$ cat config.mk
export PLATFORM = sky130hd
export DESIGN_NAME = pipe_hazard_ctrl_flat
export DESIGN_NICKNAME = d
export VERILOG_FILES = /design/src/rtl/pipe_hazard_ctrl_if.sv /design/src/rtl/pipe_hazard_ctrl.sv /design/src/flat_wrapper.sv
export SDC_FILE = /design/constraint.sdc
export NUM_CORES = 1
export LEC_CHECK = 0
export CAP_MARGIN = 20
export CORE_ASPECT_RATIO = 0.75
export CORE_MARGIN = 8
export CORE_UTILIZATION = 54
export DETAILED_ROUTE_END_ITERATION = 8
export GPL_ROUTABILITY_DRIVEN = 0
export PLACE_DENSITY = 0.86
export SYNTH_ARGS = -nofsm -noshare
export SYNTH_HDL_FRONTEND = slang
export SYNTH_SLANG_ARGS = --single-unit
$ cat constraint.sdc
create_clock -name clk -period 3.9 [get_ports clk]
set_clock_uncertainty 0.05 [all_clocks]
set_input_delay 0.975 -clock clk [delete_from_list [all_inputs] [get_ports clk]]
set_output_delay 0.975 -clock clk [all_outputs]
set_load 0.02 [all_outputs]
$ cat src/rtl/pipe_hazard_ctrl_if.sv
// Hazard-control bundle between the pipeline datapath and the stall/flush sequencer.
// The datapath drives the hazard inputs. The sequencer returns per-register stall/flush enables and perf counters.
interface pipe_hazard_ctrl_if #(
    parameter int CNT_W = 32
);
    logic [4:0]       id_rs1_idx;
    logic [4:0]       id_rs2_idx;
    logic             id_rs1_used;
    logic             id_rs2_used;
    logic [4:0]       ex_rd_idx;
    logic             ex_is_load;
    logic             ex_wben;
    logic             ex_is_jump;
    logic             if_valid;
    logic             ls_mem_req;
    logic             ls_mem_ready;
    logic             pc_stall;
    logic             id_stall;
    logic             ex_stall;
    logic             ls_stall;
    logic             id_flush;
    logic             ex_flush;
    logic             wb_flush;
    logic             mem_timeout;
    logic [CNT_W-1:0] stall_cycles;
    logic [CNT_W-1:0] flush_events;

    modport master (
        output id_rs1_idx, id_rs2_idx, id_rs1_used, id_rs2_used,
        output ex_rd_idx, ex_is_load, ex_wben, ex_is_jump,
        output if_valid, ls_mem_req, ls_mem_ready,
        input  pc_stall, id_stall, ex_stall, ls_stall,
        input  id_flush, ex_flush, wb_flush,
        input  mem_timeout, stall_cycles, flush_events
    );

    modport slave (
        input  id_rs1_idx, id_rs2_idx, id_rs1_used, id_rs2_used,
        input  ex_rd_idx, ex_is_load, ex_wben, ex_is_jump,
        input  if_valid, ls_mem_req, ls_mem_ready,
        output pc_stall, id_stall, ex_stall, ls_stall,
        output id_flush, ex_flush, wb_flush,
        output mem_timeout, stall_cycles, flush_events
    );
endinterface

$ cat src/rtl/pipe_hazard_ctrl.sv
// Stall/flush sequencer for the 5-stage pipeline. It covers load-use, jump flush, LS memory wait, and a timeout halt.
// It also keeps saturating counters of stall cycles and jump flushes.
module pipe_hazard_ctrl #(
    parameter int MEM_TIMEOUT = 256,
    parameter int CNT_W       = 32
) (
    input  logic               clk,
    input  logic               rst,
    pipe_hazard_ctrl_if.slave  hz
);
    localparam logic [1:0] ST_RUN      = 2'd0;
    localparam logic [1:0] ST_MEM_WAIT = 2'd1;
    localparam logic [1:0] ST_HALT     = 2'd2;

    localparam logic [2:0] RESP_RESET    = 3'd0;
    localparam logic [2:0] RESP_HALT     = 3'd1;
    localparam logic [2:0] RESP_MEM      = 3'd2;
    localparam logic [2:0] RESP_JUMP     = 3'd3;
    localparam logic [2:0] RESP_LOAD_USE = 3'd4;
    localparam logic [2:0] RESP_FETCH    = 3'd5;
    localparam logic [2:0] RESP_NONE     = 3'd6;

    localparam int WAIT_W = $clog2(MEM_TIMEOUT) + 1;
    localparam logic [WAIT_W-1:0] WAIT_LAST = WAIT_W'(MEM_TIMEOUT - 1);
    localparam logic [WAIT_W-1:0] WAIT_ONE  = WAIT_W'(1);
    localparam logic [CNT_W-1:0]  CNT_MAX   = '1;
    localparam logic [CNT_W-1:0]  CNT_ONE   = CNT_W'(1);

    logic [1:0]        state_reg, state_next;
    logic [WAIT_W-1:0] wait_cnt_reg, wait_cnt_next;
    logic              mem_timeout_reg, mem_timeout_next;
    logic [CNT_W-1:0]  stall_cycles_reg, stall_cycles_next;
    logic [CNT_W-1:0]  flush_events_reg, flush_events_next;

    logic       mem_wait;
    logic       rs1_hit;
    logic       rs2_hit;
    logic       load_use;
    logic [2:0] resp;
    logic [2:0] stall_depth;
    logic [3:0] stall_vec;
    logic [2:0] flush_vec;

    assign mem_wait = hz.ls_mem_req & ~hz.ls_mem_ready;
    assign rs1_hit  = hz.id_rs1_used & (hz.id_rs1_idx == hz.ex_rd_idx);
    assign rs2_hit  = hz.id_rs2_used & (hz.id_rs2_idx == hz.ex_rd_idx);
    assign load_use = hz.ex_is_load & hz.ex_wben & (hz.ex_rd_idx != 5'd0) & (rs1_hit | rs2_hit);

    always_comb begin
        resp = RESP_NONE;
        if (rst)
            resp = RESP_RESET;
        else if (state_reg == ST_HALT)
            resp = RESP_HALT;
        else if (mem_wait)
            resp = RESP_MEM;
        else if (hz.ex_is_jump)
            resp = RESP_JUMP;
        else if (load_use)
            resp = RESP_LOAD_USE;
        else if (!hz.if_valid)
            resp = RESP_FETCH;
    end

    // Stalls are a depth counted from PC downward. Stage 0=PC, 1=ID, 2=EX, 3=LS. flush_vec is {wb, ex, id}.
    always_comb begin
        stall_depth = 3'd0;
        flush_vec   = 3'b000;
        case (resp)
            RESP_RESET:    flush_vec   = 3'b111;
            RESP_HALT:     stall_depth = 3'd4;
            RESP_MEM: begin
                stall_depth = 3'd4;
                flush_vec   = 3'b100;
            end
            RESP_JUMP:     flush_vec   = 3'b011;
            RESP_LOAD_USE: begin
                stall_depth = 3'd2;
                flush_vec   = 3'b010;
            end
            RESP_FETCH: begin
                stall_depth = 3'd1;
                flush_vec   = 3'b001;
            end
            default: begin
                stall_depth = 3'd0;
                flush_vec   = 3'b000;
            end
        endcase
    end

    generate
        for (genvar gi = 0; gi < 4; gi++) begin : g_stall
            assign stall_vec[gi] = (stall_depth > 3'(gi));
        end
    endgenerate

    always_comb begin
        state_next       = state_reg;
        wait_cnt_next    = wait_cnt_reg;
        mem_timeout_next = mem_timeout_reg;
        case (state_reg)
            ST_RUN, ST_MEM_WAIT: begin
                if (mem_wait) begin
                    if (state_reg == ST_RUN) begin
                        state_next    = ST_MEM_WAIT;
                        wait_cnt_next = WAIT_ONE;
                    end else if (wait_cnt_reg == WAIT_LAST) begin
                        state_next       = ST_HALT;
                        mem_timeout_next = 1'b1;
                    end else begin
                        wait_cnt_next = wait_cnt_reg + WAIT_ONE;
                    end
                end else begin
                    state_next    = ST_RUN;
                    wait_cnt_next = '0;
                end
            end
            ST_HALT: state_next = ST_HALT;
            default: begin
                state_next    = ST_RUN;
                wait_cnt_next = '0;
            end
        endcase
    end

    // The counters saturate at all-ones instead of wrapping.
    always_comb begin
        stall_cycles_next = stall_cycles_reg;
        flush_events_next = flush_events_reg;
        if (stall_vec[0] && stall_cycles_reg != CNT_MAX)
            stall_cycles_next = stall_cycles_reg + CNT_ONE;
        if (resp == RESP_JUMP && flush_events_reg != CNT_MAX)
            flush_events_next = flush_events_reg + CNT_ONE;
    end

    always_ff @(posedge clk) begin
        if (rst) begin
            state_reg        <= ST_RUN;
            wait_cnt_reg     <= '0;
            mem_timeout_reg  <= 1'b0;
            stall_cycles_reg <= '0;
            flush_events_reg <= '0;
        end else begin
            state_reg        <= state_next;
            wait_cnt_reg     <= wait_cnt_next;
            mem_timeout_reg  <= mem_timeout_next;
            stall_cycles_reg <= stall_cycles_next;
            flush_events_reg <= flush_events_next;
        end
    end

    assign hz.pc_stall     = stall_vec[0];
    assign hz.id_stall     = stall_vec[1];
    assign hz.ex_stall     = stall_vec[2];
    assign hz.ls_stall     = stall_vec[3];
    assign hz.id_flush     = flush_vec[0];
    assign hz.ex_flush     = flush_vec[1];
    assign hz.wb_flush     = flush_vec[2];
    assign hz.mem_timeout  = mem_timeout_reg;
    assign hz.stall_cycles = stall_cycles_reg;
    assign hz.flush_events = flush_events_reg;
endmodule

$ cat src/flat_wrapper.sv
// flat-port wrapper written by rule: the top's interface ports become plain ports
module pipe_hazard_ctrl_flat 
#(
    parameter int MEM_TIMEOUT = 256,
    parameter int CNT_W       = 32
)
  (clk, rst, hz_id_rs1_idx, hz_id_rs2_idx, hz_id_rs1_used, hz_id_rs2_used, hz_ex_rd_idx, hz_ex_is_load, hz_ex_wben, hz_ex_is_jump, hz_if_valid, hz_ls_mem_req, hz_ls_mem_ready, hz_pc_stall, hz_id_stall, hz_ex_stall, hz_ls_stall, hz_id_flush, hz_ex_flush, hz_wb_flush, hz_mem_timeout, hz_stall_cycles, hz_flush_events);
  pipe_hazard_ctrl_if #(.CNT_W(CNT_W)) hz_i ();
  input  logic clk;
  input  logic rst;
  input wire logic [$bits(hz_i.id_rs1_idx)-1:0] hz_id_rs1_idx;
  input wire logic [$bits(hz_i.id_rs2_idx)-1:0] hz_id_rs2_idx;
  input wire logic [$bits(hz_i.id_rs1_used)-1:0] hz_id_rs1_used;
  input wire logic [$bits(hz_i.id_rs2_used)-1:0] hz_id_rs2_used;
  input wire logic [$bits(hz_i.ex_rd_idx)-1:0] hz_ex_rd_idx;
  input wire logic [$bits(hz_i.ex_is_load)-1:0] hz_ex_is_load;
  input wire logic [$bits(hz_i.ex_wben)-1:0] hz_ex_wben;
  input wire logic [$bits(hz_i.ex_is_jump)-1:0] hz_ex_is_jump;
  input wire logic [$bits(hz_i.if_valid)-1:0] hz_if_valid;
  input wire logic [$bits(hz_i.ls_mem_req)-1:0] hz_ls_mem_req;
  input wire logic [$bits(hz_i.ls_mem_ready)-1:0] hz_ls_mem_ready;
  output wire logic [$bits(hz_i.pc_stall)-1:0] hz_pc_stall;
  output wire logic [$bits(hz_i.id_stall)-1:0] hz_id_stall;
  output wire logic [$bits(hz_i.ex_stall)-1:0] hz_ex_stall;
  output wire logic [$bits(hz_i.ls_stall)-1:0] hz_ls_stall;
  output wire logic [$bits(hz_i.id_flush)-1:0] hz_id_flush;
  output wire logic [$bits(hz_i.ex_flush)-1:0] hz_ex_flush;
  output wire logic [$bits(hz_i.wb_flush)-1:0] hz_wb_flush;
  output wire logic [$bits(hz_i.mem_timeout)-1:0] hz_mem_timeout;
  output wire logic [$bits(hz_i.stall_cycles)-1:0] hz_stall_cycles;
  output wire logic [$bits(hz_i.flush_events)-1:0] hz_flush_events;
  assign hz_i.id_rs1_idx = hz_id_rs1_idx;
  assign hz_i.id_rs2_idx = hz_id_rs2_idx;
  assign hz_i.id_rs1_used = hz_id_rs1_used;
  assign hz_i.id_rs2_used = hz_id_rs2_used;
  assign hz_i.ex_rd_idx = hz_ex_rd_idx;
  assign hz_i.ex_is_load = hz_ex_is_load;
  assign hz_i.ex_wben = hz_ex_wben;
  assign hz_i.ex_is_jump = hz_ex_is_jump;
  assign hz_i.if_valid = hz_if_valid;
  assign hz_i.ls_mem_req = hz_ls_mem_req;
  assign hz_i.ls_mem_ready = hz_ls_mem_ready;
  assign hz_pc_stall = hz_i.pc_stall;
  assign hz_id_stall = hz_i.id_stall;
  assign hz_ex_stall = hz_i.ex_stall;
  assign hz_ls_stall = hz_i.ls_stall;
  assign hz_id_flush = hz_i.id_flush;
  assign hz_ex_flush = hz_i.ex_flush;
  assign hz_wb_flush = hz_i.wb_flush;
  assign hz_mem_timeout = hz_i.mem_timeout;
  assign hz_stall_cycles = hz_i.stall_cycles;
  assign hz_flush_events = hz_i.flush_events;
  pipe_hazard_ctrl #(.MEM_TIMEOUT(MEM_TIMEOUT), .CNT_W(CNT_W)) u_core (.clk(clk), .rst(rst), .hz(hz_i));
endmodule
* Word-level counts from Yosys, hierarchy flattened
Index checks and enable logic that the tools add are counted. W data, S select, Z words.
Cells by class: muxes and demuxes 16, add/subtract/negate cells 3, equal/unequal tests 14, bitwise gates (word level) 10, reductions and logical operators 9, order comparisons 4
Operators with widths (count):
- $add A32 B1 Y32 const B | 2
- $ne A32 B32 Y1 const B | 2
- $mux W9 | 3
- $pmux W9 S2 | 1
- $mux W3 | 5
- $pmux W3 S5 | 1
- $eq A5 B5 Y1 | 2
- $add A9 B1 Y9 const B | 1
- $eq A9 B8 Y1 const B | 1
- $pmux W3 S3 | 1
- $mux W2 | 4
- $ne A4 B4 Y1 const B | 2
- $and A1 B1 Y1 | 6
- $eq A3 B2 Y1 const B | 2
- $eq A3 B3 Y1 const B | 2
- $gt A3 B1 Y1 const B | 2
- $gt A3 B2 Y1 const B | 2
- $reduce_bool A5 Y1 | 1
- $pmux W2 S2 | 1
- $reduce_and A4 Y1 | 1
- $reduce_or A2 Y1 | 2
- $eq A3 B1 Y1 const B | 1
- $logic_not A3 Y1 | 1
- $not A1 Y1 | 3
- other kinds (6) | 7
Word-level totals: input port bits 25, output and inout port bits 72, bits in registers 76, logic and storage cells 61

* Logic depth before layout (Yosys ltp)
depth in word-level cells 14, gate-level depth with buffers 9, gate-level depth less buffers 8

* Worst setup path after synthesis
OpenSTA, ideal clock, no wires.
path type input to output, from input port hz_ls_mem_req, to output port hz_pc_stall, setup slack 0.631 ns, cell stages on the path 7, path buffers 2, data arrival time 2.244 ns, required time 2.875 ns, path through nor2b_1 > nor2_1 > nand2_1 > o21ai_2 > buf_2 > buf_2 > inv_1
Between the ends: word-level cells in the longest chain between the ends 8, elaborated cells between the ends (all ways) 11
RTL lines:
- start, declared | RTL line flat_wrapper.sv:20 | input wire logic [$bits(hz_i.ls_mem_req)-1:0] hz_ls_mem_req;
- $and A1 B1 Y1 * | RTL line pipe_hazard_ctrl.sv:44 | assign mem_wait = hz.ls_mem_req & ~hz.ls_mem_ready;
- $mux W3 * | RTL line pipe_hazard_ctrl.sv:55 | else if (mem_wait)
- $mux W3 * | RTL line pipe_hazard_ctrl.sv:53 | else if (state_reg == ST_HALT)
- $mux W3 * | RTL line pipe_hazard_ctrl.sv:51 | if (rst)
- $eq A3 B1 Y1 or $eq A3 B2 Y1 (tied branches) | RTL line pipe_hazard_ctrl.sv:69 | case (resp)
- $reduce_or A2 Y1 (no source line)
- $pmux W3 S3 * | RTL line pipe_hazard_ctrl.sv:69
- $gt A3 B1 Y1 * | RTL line pipe_hazard_ctrl.sv:94 | assign stall_vec[gi] = (stall_depth > 3'(gi));
- end, declared | RTL line flat_wrapper.sv:22 | output wire logic [$bits(hz_i.pc_stall)-1:0] hz_pc_stall;
Every way passes the cells marked *; elsewhere a longest branch is shown, timed or not.

* Worst setup path in the final report
from input port hz_ex_rd_idx[1], to output port hz_id_stall
Between the ends: word-level cells in the longest chain between the ends 13, elaborated cells between the ends (all ways) 20
RTL lines:
- start, declared | RTL line flat_wrapper.sv:15 | input wire logic [$bits(hz_i.ex_rd_idx)-1:0] hz_ex_rd_idx;
- $eq A5 B5 Y1 (on tied branches) | RTL line pipe_hazard_ctrl.sv:45, pipe_hazard_ctrl.sv:46
- $and A1 B1 Y1 (on tied branches) | RTL line pipe_hazard_ctrl.sv:45, pipe_hazard_ctrl.sv:46
- $or A1 B1 Y1 | RTL line pipe_hazard_ctrl.sv:47 | assign load_use = hz.ex_is_load & hz.ex_wben & (hz.ex_rd_idx != 5'd0) & (rs1_hit | rs2_hit);
- $and A1 B1 Y1 * | RTL line pipe_hazard_ctrl.sv:47
- $mux W3 * | RTL line pipe_hazard_ctrl.sv:59 | else if (load_use)
- $mux W3 * | RTL line pipe_hazard_ctrl.sv:57 | else if (hz.ex_is_jump)
- $mux W3 * | RTL line pipe_hazard_ctrl.sv:55
- $mux W3 * | RTL line pipe_hazard_ctrl.sv:53
- $mux W3 * | RTL line pipe_hazard_ctrl.sv:51
- $eq A3 B1 Y1 or $eq A3 B2 Y1 (tied branches) | RTL line pipe_hazard_ctrl.sv:69
- $reduce_or A2 Y1 (no source line)
- $pmux W3 S3 * | RTL line pipe_hazard_ctrl.sv:69
- $gt A3 B1 Y1 * | RTL line pipe_hazard_ctrl.sv:94
- end, declared | RTL line flat_wrapper.sv:23 | output wire logic [$bits(hz_i.id_stall)-1:0] hz_id_stall;
Marked as above.

==> flow_summary_export.csv <==
group,metric,value,unit
clock_tree,numClockSinks,76,
floorplanning,rows,27,
floorplanning,die_h,90.8,µm
placed_design,dp.cells,671,
clock_tree,clock_latency,340,ps
grt,antenna_found_initial,0,
worst_setup_path,critPathBufInv,2,
status,status,"complete, no violations",
sta,hold_violations,0,
worst_setup_path,cp_max_fo,3,
worst_setup_path,slowest_delay,550,ps
floorplanning,core_area,7300,µm²
layout,drive_gt1_frac,0.0768,
synth,synth_seq_cells,76,
synth,synth_nets,519,
sta,max_freq,266,MHz
drt,drc_errors,0,
synth,yosys-mux-area-fraction,0.0270,
placed_design,placed_area,5060,µm²
synth,synth_compound_area_frac,0.139,
floorplanning,initial_utilization,0.553,
floorplanning,die_x,116,µm
drt,vias,4139,
worst_setup_path,start_kind,"input pin",
floorplanning,io_pins,97,
grt,grt_util_all_layers,0.219,
synth,synth_fa_ha_area_frac,0.0124,
pwr,peakVddDrop,0.186,mV
drt,dr.pass1.iters,5,
synth,synthDistinctLibCells,51,
pwr,power_density,301,nW/µm²
layout,fin_nets,610,
layout,syn2layout_area_growth,31.5,%
clock_tree,clockBufferDepth,2,
clock_tree,cts_buffers,9,
drt,vias_per_cell,6.02,
synth,async_flop_share,0,
synth,synth_ff_type,"dfxtp_1",
sta,layout_worst_path_cycle_share,0.964,
drt,wl_per_cell,16.8,µm
grt,grt-ovfl-total,0,
grt,grt_pass1_wl,19000,µm
pwr,p_leak,1.68,nW
worst_setup_path,arrival,2740,ps
drt,drt-total-wl,11500,µm
layout,stdcell_count,687,
worst_hold_path,min_path_type,"register to register",
drt,first_iter_violations,395,
clock_tree,htree_num_levels,3,
grt,grt_pass1_vias,3848,
sta,whs,439,ps
sta,rsz0062_at_grt,"false",
layout,antenna_cells,0,
grt,grt_max_degree,55,
synth,synth_top_family_by_area,"simple AND/OR/NAND/NOR gates",
flow_run,cap_violations,0,
worst_setup_path,cp_cell_sequence,"clkdlybuf4s50_1, xnor2_1, nand4_1, o22ai_2, and2_1, nand2b_1, a21oi_1, dlygate4sd2_1",
synth,synth-edff-count,0,
worst_setup_path,path_class,"input pin to primary output",
layout,fin_area,5300,µm²
clock_tree,cts_tree,"yes",
placed_design,hpwl,8370,µm
sta,setup_viol,0,
synth,synth-seq-area-share,0.377,
drt,ant_nets,0,
synth,synth-simple-area-share,0.329,
worst_setup_path,cp_slowest_cell,"clkdlybuf4s50_1",
synth,yosys.area_share.xor_xnor,0.0738,
clock_tree,root_buffer,"clkbuf_8",
synth,synth.avg_cell_area,8.23,µm²
floorplanning,dieArea,10500,µm²
synth,synthCells,490,
sta,worstMarginPinSlew,841,ps
layout,utilization,0.727,
synth,synth_area,4030,µm²
clock_tree,path_clk_slew,80,ps
synth,yosys_warnings,0,
sta,maxSlewViolCount,0,
sta,layout_min_cycle_time,3760,ps
sta,relSlewSlack,0.435,
worst_setup_path,critical_path.top_delay_family,"buffers and inverters",
worst_setup_path,crit_required,2870,ps
worst_setup_path,critPathCaptureType,"primary output",
pwr,power,0.00160,W
placed_design,port_buffers,96,
==> cells in the final DEF, fill, tap and decap left out, types with 5 or more instances in the layout <==
| master | instances |
|---|---|
| inv_1 | 10 |
| and3_1 | 8 |
| nand3_1 | 18 |
| o31ai_1 | 15 |
| a21oi_1 | 37 |
| mux2_2 | 7 |
| nor2_1 | 52 |
| buf_4 | 9 |
| nor4b_1 | 5 |
| and4_1 | 7 |
| xor2_1 | 5 |
| nor2b_1 | 7 |
| or3_1 | 16 |
| dfxtp_1 | 76 |
| o21ai_0 | 18 |
| or4_1 | 15 |
| clkdlybuf4s50_1 | 90 |
| clkbuf_8 | 11 |
| nand4_1 | 27 |
| nor3_1 | 18 |
| nand2_1 | 35 |
| xnor2_1 | 29 |
| nor4_1 | 8 |
==> synthesized netlist by cell type, types with 9 or more instances <==
| library cell | instances | share of area |
|---|---|---|
| nand4_1 | 27 | 0.042 |
| a21oi_1 | 37 | 0.046 |
| nor3_1 | 18 | 0.022 |
| o21ai_0 | 18 | 0.022 |
| inv_1 | 10 | 0.0093 |
| xnor2_1 | 29 | 0.063 |
| nand2_1 | 35 | 0.033 |
| o31ai_1 | 15 | 0.028 |
| nor2_1 | 52 | 0.048 |
| or3_1 | 16 | 0.025 |
| nand3_1 | 18 | 0.022 |
| buf_2 | 9 | 0.011 |
| or4_1 | 15 | 0.028 |
| clkbuf_1 | 10 | 0.0093 |
| dfxtp_1 | 76 | 0.38 |
==> per-stage QoR <==
step	setup TNS [ps]	worst slack [ps]
floorplan	0	631
global placement	-327	-100
detailed placement	-487	-138
CTS	0	86.4
global route	0	63.6
finish	0	140
==> worst reg2reg max path, cell delays in order, from the launching register on <==
cell      delay (ps)
dfxtp_1          450
nand4_1          190
nor4b_2          560
and4_4           630
nand2b_4         310
o31ai_1          110
a21oi_1          160
==> power by group <==
group / switching, W / internal (W)
clock: 0.000299 / 0.000398
combinational: 0.0000625 / 0.0000524
sequential: 0.00000521 / 0.000778
==> cells by family (layout without fill, tap and decap cells) <==
kind of cell | Yosys count | after routing
fa+ha+maj | 4 | 4
xor+xnor | 34 | 34
buf+inv | 35 | 131
mux | 10 | 10
compound gates | 92 | 92
simple gates | 239 | 239
flops | 76 | 76
==> cell type report <==
class	count	area, µm²
clock buffers	11	151
clock inverters	5	82.6
fillers	601	1990
inverters	10	37.5
multi-input cells	379	2370
flip-flops and latches	76	1520
well taps	101	126
repair buffers	105	1020
==> final timing paths <==
check        slack (ps)                         end                       start  cells past startpoint
max                 140                 hz_id_stall             hz_ex_rd_idx[1]                      8
min                 440      u_core.wait_cnt_reg[7]      u_core.wait_cnt_reg[7]                      1
max reg2reg        1390  u_core.hz.stall_cycles[12]  u_core.hz.stall_cycles[13]                      6
min reg2reg         440      u_core.wait_cnt_reg[7]      u_core.wait_cnt_reg[7]                      1
==> timing repair <==
action / CTS / global route
hold buffers: 0 / 0
resized for setup: 5 / 4
buffers inserted: 0 / 0
setup endpoints to repair: 4 / 1
==> routing by layer <==
metal / GRT usage / vias up / routed length, µm
met1: 0.275 / 1980 / 4780
met3: 0.0521 / 22 / 831
met2: 0.361 / 147 / 5710
li1: - / 1990 / -
met4: 0.0635 / 0 / 203
met5: 0 / - / 0
No activity file was read; power rests on OpenSTA's default activity.
